$ cat src/rtl/mips_multicycle_ctrl.sv
// Multicycle MIPS control FSM: sequences datapath strobes per state, stalls on
// mem_ready, services an interrupt between instructions, counts retirements.
module mips_multicycle_ctrl #(
    parameter bit          IRQ_ENABLE = 1'b1,
    parameter int unsigned CNT_WIDTH  = 16
) (
    input  logic                 clock,
    input  logic                 reset,
    input  logic [5:0]           opcode,
    input  logic                 mem_ready,
    input  logic                 interrupt,
    output logic                 pc_write,
    output logic                 pc_write_cond,
    output logic [1:0]           pc_source,
    output logic                 i_or_d,
    output logic                 mem_read,
    output logic                 mem_write,
    output logic                 ir_write,
    output logic                 mem_to_reg,
    output logic                 reg_dst,
    output logic                 reg_write,
    output logic                 alu_src_a,
    output logic [1:0]           alu_src_b,
    output logic [1:0]           alu_op,
    output logic                 irq_ack,
    output logic                 illegal_op,
    output logic [3:0]           state,
    output logic [CNT_WIDTH-1:0] retired
);

    localparam int unsigned OP_W = 6;

    localparam logic [OP_W-1:0] OP_RTYPE = 6'b000000;
    localparam logic [OP_W-1:0] OP_LW    = 6'b100011;
    localparam logic [OP_W-1:0] OP_SW    = 6'b101011;
    localparam logic [OP_W-1:0] OP_BEQ   = 6'b000100;
    localparam logic [OP_W-1:0] OP_J     = 6'b000010;
    localparam logic [OP_W-1:0] OP_ADDI  = 6'b001000;

    typedef enum logic [3:0] {
        S_FETCH  = 4'd0,
        S_DECODE = 4'd1,
        S_MEMADR = 4'd2,
        S_MEMRD  = 4'd3,
        S_MEMWB  = 4'd4,
        S_MEMWR  = 4'd5,
        S_EXEC   = 4'd6,
        S_ALUWB  = 4'd7,
        S_BRANCH = 4'd8,
        S_JUMP   = 4'd9,
        S_ADDIEX = 4'd10,
        S_ADDIWB = 4'd11,
        S_IRQ    = 4'd12
    } state_e;

    state_e                 state_q, state_d;
    logic [CNT_WIDTH-1:0]   retired_q;
    logic                   irq_mask_q;
    logic                   irq_take_c;
    logic                   retire_c;

    assign irq_take_c = IRQ_ENABLE && interrupt && !irq_mask_q;
    assign state      = state_q;
    assign retired    = retired_q;

    // Next-state, retirement and per-state strobe decode; strobes held low in reset
    always_comb begin
        state_d       = S_FETCH;
        retire_c      = 1'b0;
        pc_write      = 1'b0;
        pc_write_cond = 1'b0;
        pc_source     = 2'b00;
        i_or_d        = 1'b0;
        mem_read      = 1'b0;
        mem_write     = 1'b0;
        ir_write      = 1'b0;
        mem_to_reg    = 1'b0;
        reg_dst       = 1'b0;
        reg_write     = 1'b0;
        alu_src_a     = 1'b0;
        alu_src_b     = 2'b00;
        alu_op        = 2'b00;
        irq_ack       = 1'b0;
        illegal_op    = 1'b0;

        case (state_q)
            S_FETCH: begin
                if (irq_take_c) begin
                    state_d = S_IRQ;
                end else begin
                    mem_read  = 1'b1;
                    alu_src_b = 2'b01;
                    ir_write  = mem_ready;
                    pc_write  = mem_ready;
                    state_d   = mem_ready ? S_DECODE : S_FETCH;
                end
            end
            S_DECODE: begin
                alu_src_b = 2'b11;
                case (opcode)
                    OP_LW, OP_SW: state_d = S_MEMADR;
                    OP_RTYPE:     state_d = S_EXEC;
                    OP_BEQ:       state_d = S_BRANCH;
                    OP_J:         state_d = S_JUMP;
                    OP_ADDI:      state_d = S_ADDIEX;
                    default: begin
                        illegal_op = 1'b1;
                        state_d    = S_FETCH;
                    end
                endcase
            end
            S_MEMADR: begin
                alu_src_a = 1'b1;
                alu_src_b = 2'b10;
                state_d   = (opcode == OP_SW) ? S_MEMWR : S_MEMRD;
            end
            S_MEMRD: begin
                mem_read = 1'b1;
                i_or_d   = 1'b1;
                state_d  = mem_ready ? S_MEMWB : S_MEMRD;
            end
            S_MEMWB: begin
                reg_write  = 1'b1;
                mem_to_reg = 1'b1;
                retire_c   = 1'b1;
            end
            S_MEMWR: begin
                mem_write = 1'b1;
                i_or_d    = 1'b1;
                retire_c  = mem_ready;
                state_d   = mem_ready ? S_FETCH : S_MEMWR;
            end
            S_EXEC: begin
                alu_src_a = 1'b1;
                alu_op    = 2'b10;
                state_d   = S_ALUWB;
            end
            S_ALUWB: begin
                reg_write = 1'b1;
                reg_dst   = 1'b1;
                retire_c  = 1'b1;
            end
            S_BRANCH: begin
                alu_src_a     = 1'b1;
                alu_op        = 2'b01;
                pc_write_cond = 1'b1;
                pc_source     = 2'b01;
                retire_c      = 1'b1;
            end
            S_JUMP: begin
                pc_write  = 1'b1;
                pc_source = 2'b10;
                retire_c  = 1'b1;
            end
            S_ADDIEX: begin
                alu_src_a = 1'b1;
                alu_src_b = 2'b10;
                state_d   = S_ADDIWB;
            end
            S_ADDIWB: begin
                reg_write = 1'b1;
                retire_c  = 1'b1;
            end
            S_IRQ: begin
                pc_write  = 1'b1;
                pc_source = 2'b11;
                irq_ack   = 1'b1;
            end
            default: state_d = S_FETCH;
        endcase

        if (!reset) begin
            pc_write      = 1'b0;
            pc_write_cond = 1'b0;
            pc_source     = 2'b00;
            i_or_d        = 1'b0;
            mem_read      = 1'b0;
            mem_write     = 1'b0;
            ir_write      = 1'b0;
            mem_to_reg    = 1'b0;
            reg_dst       = 1'b0;
            reg_write     = 1'b0;
            alu_src_a     = 1'b0;
            alu_src_b     = 2'b00;
            alu_op        = 2'b00;
            irq_ack       = 1'b0;
            illegal_op    = 1'b0;
        end
    end

    // State, retirement counter and interrupt mask; mask lifts once an instruction retires
    always_ff @(posedge clock or negedge reset) begin
        if (!reset) begin
            state_q    <= S_FETCH;
            retired_q  <= '0;
            irq_mask_q <= 1'b0;
        end else begin
            state_q <= state_d;
            if (retire_c) begin
                retired_q  <= retired_q + CNT_WIDTH'(1);
                irq_mask_q <= 1'b0;
            end else if (state_q == S_IRQ) begin
                irq_mask_q <= 1'b1;
            end
        end
    end

endmodule

$ cat config.mk
export PLATFORM = sky130hd
export DESIGN_NAME = mips_multicycle_ctrl
export DESIGN_NICKNAME = d
export VERILOG_FILES = /design/src/rtl/mips_multicycle_ctrl.sv
export SDC_FILE = /design/constraint.sdc
export NUM_CORES = 1
export LEC_CHECK = 0
export CAP_MARGIN = 25
export CORE_MARGIN = 2
export CORE_UTILIZATION = 50
export CTS_BUF_LIST = sky130_fd_sc_hd__clkbuf_4
export CTS_CLUSTER_SIZE = 20
export DETAILED_ROUTE_END_ITERATION = 8
export PLACE_DENSITY = 0.87
export SYNTH_ARGS = -nofsm -noshare
export SYNTH_HDL_FRONTEND = slang
export SYNTH_SLANG_ARGS = --single-unit
$ cat constraint.sdc
create_clock -name clock -period 6.67 [get_ports clock]
set_input_delay 2.001 -clock clock [delete_from_list [all_inputs] [get_ports clock]]
set_output_delay 2.001 -clock clock [all_outputs]
set_load 0.01 [all_outputs]
## After elaboration in Yosys (flattened, before gate mapping)

Index checks and enable logic that the tools add are counted.

| storage, ports and cells | value |
|---|---|
| register bits | 21 |
| bits in latches | 0 |
| bits in writable memories | 0 |
| ROM bits | 0 |
| input port bits | 10 |
| output and inout bits | 38 |
| memories | 0 |

| cells by class | value |
|---|---|
| $add $sub $neg | 1 |
| $mul | 0 |
| divide/modulo/power cells | 0 |
| $lt $le $gt $ge | 0 |
| eq/ne operators | 17 |
| shifts and indexed selects | 0 |
| mux-type cells | 44 |
| bitwise gates (word level) | 0 |
| reductions and logical operators | 13 |

Operators with widths:

| operator | count |
|---|---|
| 1-bit 2-to-1 mux | 29 |
| 4-bit one-hot mux with 7 select lines | 1 |
| 4-bit equality test (second input constant) | 5 |
| 4-bit one-hot mux with 5 select lines | 1 |
| 16-bit by 1-bit adder with 16-bit output (second input constant) | 1 |
| 4-bit by 3-bit equality test with 1-bit output (second input constant) | 4 |
| 6-bit equality test (second input constant) | 2 |
| 2-bit one-hot mux with 3 select lines | 2 |
| 3-bit 2-to-1 mux | 3 |
| 4-bit by 2-bit equality test with 1-bit output (second input constant) | 2 |
| 2-bit OR reduction | 4 |
| 6-bit by 2-bit equality test with 1-bit output (second input constant) | 1 |
| 6-bit by 3-bit equality test with 1-bit output (second input constant) | 1 |
| 6-bit by 4-bit equality test with 1-bit output (second input constant) | 1 |
| 6-bit zero test | 1 |
| 2-bit 2-to-1 mux | 3 |
| 1-bit one-hot mux with 2 select lines | 3 |
| 6-bit OR reduction | 1 |
| 5-bit OR reduction | 1 |
| 4-bit by 1-bit equality test with 1-bit output (second input constant) | 1 |
| 4-bit zero test | 1 |
| 4-bit 2-to-1 mux | 1 |
| 2-bit one-hot mux with 2 select lines | 1 |
| 4-bit OR reduction | 1 |
| other kinds (4) | 4 |

## Longest topological paths before layout

| depth | value |
|---|---|
| depth after elaboration | 5 |
| mapped depth | 8 |
| depth with buffers taken out | 5 |

## Worst setup path after synthesis

Ideal clock, no wire load.

| timing path | value |
|---|---|
| path type | input-to-output |
| from | input port interrupt |
| to | output port pc_write |
| arrival | 2.954 ns |
| required time | 4.669 ns |
| setup slack | 1.715 ns |
| stages on the path | 4 |
| cells stage by stage | nor2b_1 nor4_1 and3_1 or2_1 |

| on the way | value |
|---|---|
| longest elaborated chain between the ends | 4 |

Ends and longest elaborated chain:

| what | line | source |
|---|---|---|
| start: declaration | 11 | `input logic interrupt,` |
| 1-bit logical AND | 62 | `assign irq_take_c = IRQ_ENABLE && interrupt && !irq_mask_q;` |
| 1-bit 2-to-1 mux | 88 | `if (irq_take_c) begin` |
| 1-bit one-hot mux with 2 select lines | 86 | `case (state_q)` |
| 1-bit 2-to-1 mux | 172 | `if (!reset) begin` |
| end: declaration | 12 | `output logic pc_write,` |

No other way between the ends.

## Worst setup path in the final report

Same ends and word-level chain as after synthesis.

==> flow_results.org <==
** Outcome
- Run status :: finished, final reports clean

** STA
- The smallest clock period supported by the final layout is computed as 5.927 ns.
- Skew final :: 0.001904 ns
- Rel. slew slack :: 60.27%
- For the pin with the worst max-slew slack, the measured transition is 0.5905 ns.
- Setup violations remaining at the end of the flow were counted as 0.
- After layout, the worst setup slack is 0.7432 ns.
- RSZ-0062 raised after global routing :: false
- Hold is met by 0.4856 ns.
- The final-report hold violation count came to 0.
- Setup Total Neg Slack :: 0 ns
- The number of max-slew violations in the final report came to 0.
- Timing-limited maximum frequency :: 168.7 MHz
- Fin crit share :: 88.86%

** Final layout
- Layout fillers :: 230
- Area of all sequential standard cells :: 525.5 um2
- 0 antenna diodes ended up in the layout.
- In the final layout, the multi-input gates occupy 759.5 um2.
- The net count of the finished layout is 209.
- Leaving out fill and tap cells, the most frequent cell in the layout is sky130_fd_sc_hd__clkdlybuf4s50_1.
- The library cells used most frequently in the layout, excluding fill and tap cells, are sky130_fd_sc_hd__clkdlybuf4s50_1 (47), sky130_fd_sc_hd__dfrtp_1 (21), sky130_fd_sc_hd__xnor2_1 (16).
- In the final layout, the share of cells above drive strength 1 is 5.076%.
- Relative to the synthesized area, the layout overhead comes to 33.76%.

** Power and ir drop
- Power per standard cell area :: 322.1 mW/mm2
- In this run, the combinational gates consume 52.3% of the power.
- In this run, flip-flops and latches consume 37.4% of the power.
- Summed over all nets, the switching power comes to 0.2524 mW.
- Total power consumption of the routed design :: 0.5940 mW
- IR analysis of the VDD net gives a maximum drop of 0.0002547 V.
- Of the total power, the share spent switching nets is 42.49%.
- Leakage :: 0.7243 nW
- Power Internal :: 0.3416 mW
- Clock Power Share :: 10.4%

** Synthesis
- Flip-flop and latch count after synthesis :: 21
- The number of nets in the synthesized netlist is 167.
- Cells after synthesis :: 156
- Syn_area_per_cell :: 8.839 um2
- Counting flops with a built-in enable in the synthesized netlist gives 0.
- Count of distinct cell types in the synthesized netlist :: 41
- In the synthesized netlist the dominant register cell turns out to be sky130_fd_sc_hd__dfrtp_1.
- During synthesis, Yosys emitted a total of 0 warnings.
- Sequential cell area fraction in the yosys report :: 38.11%
- Share of async-settable or async-resettable flops after synthesis :: 100.0%
- The mapped netlist covers 0.001379 mm2.

** Floorplanning
- For this configuration, the core starts out at a cell density of 51.33%.
- Die Y-Extent :: 56.52 um
- Overall die width :: 56.52 um
- After floorplanning, the core was sized to cover 0.002686 mm2.
- Pin placement for this block handled 48 I/O pins.
- The floorplan step defined a die boundary enclosing 0.003194 mm2.
- Row count :: 19

** Critical path
- For this run, the slowest stage of the critical path takes 0.52 ns.
- The worst setup path is launched from a primary input.
- Start-to-end type of the worst setup path :: primary input to output port
- Of all nets on the critical path, the largest fanout is 4.
- Counting stages on the worst path, the most repeated cell is sky130_fd_sc_hd__clkdlybuf4s50_1.
- STA classifies the critical path endpoint as an output port.
- Buf/Inv on CP :: 2
- Traced cell by cell, the critical path runs through clkdlybuf4s50_1, nor2b_1, nor4_1, and3_1, or2_1, clkdlybuf4s50_1.
- Data required, critical path :: 4.67 ns
- In this design, the largest share of critical-path delay is due to simple AND/OR/NAND/NOR gates.
- Critical Path AT :: 3.93 ns
- Slowest CP cell :: sky130_fd_sc_hd__clkdlybuf4s50_1

** Detailed routing
- In the final routed layout, each cell accounts on average for 14.58 um.
- Detailed-route vias per instance :: 5.785
- Total number of vias :: 1319
- After detailed routing, the total wire length is 3.325 mm.
- Before antenna repair, the detailed router went through 4 iterations.
- For this block, the initial DRC count from the detailed router was 27.
- The count of nets left with antenna violations once routing finished came out at 0.
- In the routed design, unresolved DRC markers number 0.

** Placed design
- The wire-length estimate of the detail-placed layout is 2.381 mm.
- Total of buffers placed on input and output ports :: 47
- Minimum setup slack after placement :: 0.7701 ns
- Gpl congestion :: 0.9159

** Global routing
- Antenna violations before repair :: 0
- In the global route stage, overall resource usage came out at 21.78%.
- Entering global routing, the biggest net connects 23 pins.
- Via count of the first global-routing pass :: 1268
- The first global-routing pass estimated 5.561 mm of wire.
- Summed over all layers, the global routing overflow is 0.

** Clocking
- Root Buffer Master :: sky130_fd_sc_hd__clkbuf_4
- After clock tree synthesis, the clock-pin slew on the worst setup and hold paths is 0.11 ns.
- Gates resized during post-CTS repair numbered 0.
- The number of hold buffers added after CTS was 0.
- Insertion delay of the later-clocked pin in the worst-skew pair :: 0.31 ns
- CTS tree :: yes
- CTS saw 21 sinks.
- CTS buffer count :: 3
- Post-CTS timing repair inserted 0 buffers for setup.
- Maximum level of the CTS H-tree :: 1
- Maximum buffer depth of the clock tree :: 2

** Hold path
- The worst hold path belongs to the class flop to flop.

** Job
- Maxcap violations :: 0
routing by layer:
layer  wire, um  global-route usage, %  part of all wire, %
met3        210                  3.917                  6.3
met5          0                      0                    0
met2       1642                  40.03                   49
met1       1408                  25.59                   42
met4         64                  6.122                  1.9
kinds of logic (layout without fill, tap and decap cells):
logic type	after synthesis	in the layout	synth area share (%)
compound gates	17	17	8.258
simple gates	82	82	33.03
fa+ha+maj	1	1	0.9073
buf+inv	15	56	6.805
mux	1	1	0.8166
xor+xnor	19	19	12.07
flops	21	21	38.11
area by class of cell:
| type | count | share of cell area [%] |
|---|---|---|
| Inverter | 4 | 0.8141 |
| Timing Repair Buffer | 48 | 25.92 |
| Multi-Input combinational cell | 120 | 41.18 |
| Tap cell | 31 | 2.103 |
| Sequential cell | 21 | 28.49 |
| Clock buffer | 3 | 1.221 |
| Clock inverter | 1 | 0.2714 |
state kept, by name, summed over array words and instances (netlist names):
register / cells
irq_mask_q: 1
retired: 16
state: 4
synthesized netlist by cell type, types with 3 or more instances:
master	n	area share (%)
sky130_fd_sc_hd__nand2_1	12	3.3
sky130_fd_sc_hd__nand3_1	10	3.6
sky130_fd_sc_hd__xnor2_1	16	10
sky130_fd_sc_hd__nand4_1	8	3.6
sky130_fd_sc_hd__nor3_1	8	2.9
sky130_fd_sc_hd__and3_1	6	2.7
sky130_fd_sc_hd__inv_1	4	1.1
sky130_fd_sc_hd__nor2_1	15	4.1
sky130_fd_sc_hd__o21a_1	3	1.6
sky130_fd_sc_hd__dfrtp_1	21	38
sky130_fd_sc_hd__buf_6	4	3.3
sky130_fd_sc_hd__nor2b_1	3	1.4
sky130_fd_sc_hd__o21ai_0	5	1.8
sky130_fd_sc_hd__xor2_1	3	1.9
sky130_fd_sc_hd__nor4_1	5	2.3
worst reg2reg max path, stage by stage, from the launching register on:
cell and delay (ns):
sky130_fd_sc_hd__dfrtp_1 0.75, sky130_fd_sc_hd__nand2b_1 0.31, sky130_fd_sc_hd__and4_4 0.39, sky130_fd_sc_hd__mux2_2 0.36
worst paths after layout:
path	cells past startpoint	from	endpoint	slack (ns)
worst max-delay path	6	interrupt	pc_write	0.74
worst min-delay path	1	retired[15]$_DFFE_PN0P_	retired[15]$_DFFE_PN0P_	0.49
worst max register to register	3	state[0]$_DFF_PN0_	retired[1]$_DFFE_PN0P_	4.77
worst min register to register	1	retired[15]$_DFFE_PN0P_	retired[15]$_DFFE_PN0P_	0.49
max in group asynchronous	2	reset	retired[4]$_DFFE_PN0P_	4.13
min in group asynchronous	1	reset	irq_mask_q$_DFFE_PN0P_	1.94
power groups by stage:
stage | Clock (mW) | Combinational [mW] | Sequential [mW]
3_3_place_gp | 0 | 0.305 | 0.220
5_1_grt | 0.0672 | 0.341 | 0.229
6_report | 0.0616 | 0.310 | 0.222
3_5_place_dp | 0 | 0.310 | 0.223
2_1_floorplan | 0 | 0.228 | 0.201
4_1_cts | 0.0635 | 0.312 | 0.221
per-stage QoR:
step | area (um2) | util [%] | std cells
after CTS | 1844 | 68.65 | 228
after floorplan | 1379 | - | 156
after global placement | 1817 | 67.63 | 224
after detailed placement | 1817 | 67.63 | 224
after global routing | 1844 | 68.65 | 228
final | 1844 | 68.65 | 228
Note: power is estimated with default switching activity, not from simulation.
